File: config.mk
export PLATFORM = sky130hd
export DESIGN_NAME = serial_bit_feeder
export DESIGN_NICKNAME = d
export VERILOG_FILES = /design/src/rtl/serial_bit_feeder.sv
export SDC_FILE = /design/constraint.sdc
export NUM_CORES = 1
export LEC_CHECK = 0
export ABC_AREA = 0
export ABC_CLOCK_PERIOD_IN_PS = 1300
export BUFFER_PORTS_ARGS = -buffer_cell sky130_fd_sc_hd__buf_2
export CORE_MARGIN = 8
export CORE_UTILIZATION = 40
export CTS_BUF_LIST = sky130_fd_sc_hd__clkbuf_2
export CTS_CLUSTER_DIAMETER = 200
export CTS_CLUSTER_SIZE = 40
export DETAILED_ROUTE_END_ITERATION = 8
export HOLD_SLACK_MARGIN = 0.15
export PLACE_DENSITY_LB_ADDON = 0.12
export SLEW_MARGIN = 20
export SYNTH_ARGS = -nofsm -noshare
export SYNTH_HDL_FRONTEND = slang
export SYNTH_SLANG_ARGS = --single-unit
export TNS_END_PERCENT = 50
File: constraint.sdc
create_clock -name clk -period 1.3 [get_ports clk]
set_input_delay 0.065 -clock clk [delete_from_list [all_inputs] [get_ports clk]]
set_output_delay 0.065 -clock clk [all_outputs]
set_load 0.05 [all_outputs]
File: src/rtl/serial_bit_feeder.sv
// Parallel-to-serial feeder for the 1010 sequence detectors.
// Takes WIDTH-bit words on a valid/ready handshake and emits one bit per clock
// on a/a_valid. An optional idle gap can follow each word. With GAP=0, words
// stream back to back because the next word is accepted on the last bit.
//
//   state   | meaning
//   --------+-----------------------------------------------------------
//   S_IDLE  | no word held, in_ready=1 (unless reset is asserted)
//   S_SHIFT | head bit of the shift register is presented on a, a_valid=1
//   S_GAP   | idle spacing after a word, outputs quiet, busy=1
module serial_bit_feeder #(
   parameter int WIDTH     = 8,
   parameter bit MSB_FIRST = 1'b1,
   parameter int GAP       = 0
) (
   input  logic             clk,
   input  logic             reset,
   input  logic [WIDTH-1:0] in_data,
   input  logic             in_valid,
   output logic             in_ready,
   output logic             a,
   output logic             a_valid,
   output logic             word_done,
   output logic             busy
);

   localparam int            CW       = $clog2(WIDTH);
   localparam bit            HAS_GAP  = (GAP > 0);
   localparam logic [CW-1:0] CNT_LOAD = CW'(WIDTH - 1);
   localparam logic [3:0]    GAP_LOAD = HAS_GAP ? 4'(GAP - 1) : 4'd0;

   typedef enum logic [1:0] {
      S_IDLE  = 2'd0,
      S_SHIFT = 2'd1,
      S_GAP   = 2'd2
   } state_t;

   state_t           state, state_nxt;
   logic [WIDTH-1:0] sreg, sreg_nxt;
   logic [CW-1:0]    cnt, cnt_nxt;
   logic [3:0]       gcnt, gcnt_nxt;
   logic             ready_int;
   logic             accept;
   logic             last_bit;
   logic             head;
   logic [WIDTH-1:0] sreg_shifted;

   assign last_bit     = (state == S_SHIFT) && (cnt == '0);
   assign head         = MSB_FIRST ? sreg[WIDTH-1] : sreg[0];
   assign sreg_shifted = MSB_FIRST ? {sreg[WIDTH-2:0], 1'b0} : {1'b0, sreg[WIDTH-1:1]};

   // The next word can be taken in IDLE. With no gap, it can also be taken on
   // the last bit of the current word so the stream has no bubble.
   assign ready_int = reset && ((state == S_IDLE) || (last_bit && !HAS_GAP));
   assign accept    = in_valid && ready_int;

   // State register and datapath registers with synchronous active-low reset
   always_ff @(posedge clk) begin
      if (!reset) begin
         state <= S_IDLE;
         sreg  <= '0;
         cnt   <= '0;
         gcnt  <= '0;
      end else begin
         state <= state_nxt;
         sreg  <= sreg_nxt;
         cnt   <= cnt_nxt;
         gcnt  <= gcnt_nxt;
      end
   end

   // Next-state and next-datapath logic
   always_comb begin
      state_nxt = state;
      sreg_nxt  = sreg;
      cnt_nxt   = cnt;
      gcnt_nxt  = gcnt;
      unique case (state)
         S_IDLE: begin
            if (accept) begin
               state_nxt = S_SHIFT;
               sreg_nxt  = in_data;
               cnt_nxt   = CNT_LOAD;
            end
         end
         S_SHIFT: begin
            sreg_nxt = sreg_shifted;
            if (cnt != '0) begin
               cnt_nxt = cnt - 1'b1;
            end else if (HAS_GAP) begin
               state_nxt = S_GAP;
               gcnt_nxt  = GAP_LOAD;
            end else if (accept) begin
               sreg_nxt = in_data;
               cnt_nxt  = CNT_LOAD;
            end else begin
               state_nxt = S_IDLE;
            end
         end
         S_GAP: begin
            if (gcnt != '0) begin
               gcnt_nxt = gcnt - 1'b1;
            end else begin
               state_nxt = S_IDLE;
            end
         end
         default: begin
            state_nxt = S_IDLE;
         end
      endcase
   end

   // Output decode from registered state only; in_ready is also gated by reset
   always_comb begin
      in_ready  = ready_int;
      a_valid   = (state == S_SHIFT);
      a         = (state == S_SHIFT) && head;
      word_done = last_bit;
      busy      = (state != S_IDLE);
   end

endmodule
==> flow_metrics.tcl <==
set metrics [dict create \
    status "finished with violations" \
    violations "setup timing" \
    grt_start_max_net_pins 17 \
    yosys.area.top_type "dfxtp_1" \
    first_global_vias 559 \
    synth-seq-area-share 0.376 \
    ys_warn_count 0 \
    die_w_um 55.9 \
    dieArea_um2 3130 \
    clock_skew_ns 0.00175 \
    critPathCaptureType "primary output" \
    wl_per_cell_um 12.7 \
    area_growth_pct 53.5 \
    powerDensity_nw_per_um2 978 \
    fin_total_pwr_mw 0.958 \
    clock_latency_ns 0.27 \
    start_kind "flop" \
    fmax_mhz 731 \
    finalHoldWorstSlack_ns 0.175 \
    internal-power_mw 0.647 \
    fp.dieH_um 55.9 \
    synth_ff_type "dfxtp_1" \
    required_ns 1.24 \
    worstPathArrival_ns 1.30 \
    routed_wl_um 1540 \
    drive_above_1_share 0.381 \
    setup_slack_ns -0.0681 \
    route.detailed.drc 0 \
    fin_crit_sh 1.05 \
    cts.htree.levels 1 \
    num_rows 14 \
    cts-root-to-sink-buffers 2 \
    netlist_area_um2 638 \
    hp-class "input port to flop" \
    switchingPower_mw 0.311 \
    dr.pass1.iters 4 \
    grt_pass1_wl_um 2440 \
    slowest_stage "dfxtp_2" \
    io_pins 16 \
    cts_made_buffers 3 \
    peakVddDrop_v 0.000818 \
    grt_antenna_before_repair 0 \
    final_antenna_net_count 0 \
    routabilityCongestion 0.745 \
    cp_max_fo 4 \
    leakagePower_nw 0.442 \
    async_reset_ff_frac 0 \
    synth_cell_type_count 27 \
    viasPerCell 4.97 \
    root_buffer "clkbuf_2" \
    vias 601 \
    period_needed_ns 1.37 \
    critPathTopFamily "flip-flops" \
    rsz0062_at_grt "true" \
    nets 119 \
    nFillCells 119 \
    cp_num_buf_inv 2 \
    synth_edf_count 0 \
    clkPwrFrac 0.202 \
    port_buffers 15 \
    grt-ovfl-total 0 \
    synthCells 69 \
    power_frac_comb 0.343 \
    grt_use_total 0.0941 \
    cap_violations 0 \
    syn_avg_cell_area_um2 9.25 \
    stdcell_count 121 \
    post-place-cells 99 \
    syn_nets 82 \
    tritoncts "built" \
    ys_ff_latch 12 \
    start_util 0.424 \
    yosys.area.top_type_share 0.376 \
    p_seq_frac 0.455 \
    hold_violations 0 \
    cts.sinks 12 \
    dp_hpwl_um 938 \
    timing.final.max_slew_violations 0 \
    cp_cell_sequence "inv_2 -> ha_4 -> nand2b_4 -> and2_4 -> nor2_4 -> buf_8" \
    core_area_um2 1510 \
    cpPeakStageDelay_ns 0.34 \
    synthTopCellsByArea "dfxtp_1, mux2i_1, o211ai_1" \
    tightest_slew_ns 0.235 \
    setup_violations 4 \
    path_class "flop to primary output" \
    n_antenna_cell 0 \
    maxSlewHeadroom 0.841 \
    clk_pin_slew_ns 0.12 \
    p_sw_frac 0.325 \
    first_iter_violations 14 \
]
## cells by family (layout without fill, tap and decap cells)
| logic type | after synthesis | in the layout | synth area share |
|---|---|---|---|
| buf+inv | 9 | 45 | 0.0765 |
| simple gates | 23 | 23 | 0.202 |
| compound gates | 16 | 16 | 0.196 |
| mux | 7 | 7 | 0.110 |
| flops | 12 | 12 | 0.376 |
| fa+ha+maj | 2 | 2 | 0.0392 |
## path summary, 6_finish.rpt
| check | from | endpoint | slack [ns] | cells after the start |
|---|---|---|---|---|
| max | cnt[1]$_SDFF_PN0_ | in_ready | -0.07 | 6 |
| min | reset | sreg[5]$_SDFFE_PN0P_ | 0.17 | 3 |
| max reg2reg | cnt[1]$_SDFF_PN0_ | sreg[6]$_SDFFE_PN0P_ | -0.03 | 7 |
| min reg2reg | cnt[1]$_SDFF_PN0_ | cnt[1]$_SDFF_PN0_ | 0.53 | 1 |
## power by group through the flow
stage / Combinational [mW] / Clock (mW) / Sequential [mW]
6_report: 0.329 / 0.193 / 0.436
5_1_grt: 0.353 / 0.223 / 0.442
4_1_cts: 0.309 / 0.203 / 0.434
3_5_place_dp: 0.242 / 0 / 0.441
3_3_place_gp: 0.240 / 0 / 0.440
2_1_floorplan: 0.186 / 0 / 0.440
## synth_stat cells, types with 2 or more instances
cell type,instances
dfxtp_1,12
a211oi_1,2
buf_2,3
mux2i_1,7
nor2_1,3
o211ai_1,7
ha_1,2
or2_1,6
nand2_1,7
inv_1,3
## layout make-up
| cell class | count | area, µm² | area share |
|---|---|---|---|
| inverters | 4 | 15.0 | 0.0153 |
| clock buffers | 3 | 15.0 | 0.0153 |
| multi-input cells | 48 | 384 | 0.392 |
| repair buffers | 37 | 295 | 0.301 |
| clock inverters | 1 | 3.75 | 0.00383 |
| well taps | 16 | 20.0 | 0.0204 |
| flip-flops and latches | 12 | 246 | 0.252 |
## sequential cells by signal (all words and copies together) (netlist names)
register and flops:
cnt 3, sreg 8, state 1
## worst register-to-register path: stages, from the launching register on
cell	delay [ns]
dfxtp_2	0.34
inv_2	0.07
ha_4	0.15
nand2b_4	0.07
buf_4	0.15
a21boi_4	0.14
buf_6	0.14
mux2i_1	0.21
## through the flow
step / worst slack (ns) / setup TNS (ns) / utilization / area, µm²
3_5_place_dp: 0.0120 / 0 / 0.492 / 741
5_1_grt: -0.156 / -0.731 / 0.650 / 980
2_1_floorplan: 0.0515 / 0 / - / 649
6_report: -0.0681 / -0.108 / 0.650 / 980
4_1_cts: -0.0794 / -0.142 / 0.631 / 951
3_3_place_gp: 0.0442 / 0 / 0.492 / 741
## what timing repair did
| item | CTS | global route |
|---|---|---|
| hold buffers | 14 | 0 |
| cloned | 0 | 0 |
| buffers inserted | 3 | 1 |
| endpoints found under the setup margin | 3 | 12 |
| gates resized for setup | 10 | 5 |
| endpoints found under the hold margin | 11 | 0 |
| pin swaps | 1 | 1 |
## metal layers
layer / global-route usage / part of all wire
met1: 0.0988 / 0.43
met4: 0.0103 / 0
met5: 0 / 0
met3: 0.0571 / 0.075
met2: 0.162 / 0.49
## cell usage in the layout (no fill, tap or decap), drive strengths merged
cell type / instances
o211a: 1
nor4b: 1
a31o: 1
nor2: 3
mux2i: 7
o21a: 1
nand3: 1
buf: 23
a211oi: 2
and2: 2
clkinv: 1
nor3: 1
o211ai: 7
a21oi: 1
inv: 4
nand2b: 1
o21ai: 1
or2: 7
clkbuf: 3
nand2: 7
ha: 2
dfxtp: 12
o311a: 1
a21boi: 1
dlygate4sd3: 14
Power figures use the tool's default switching activity.
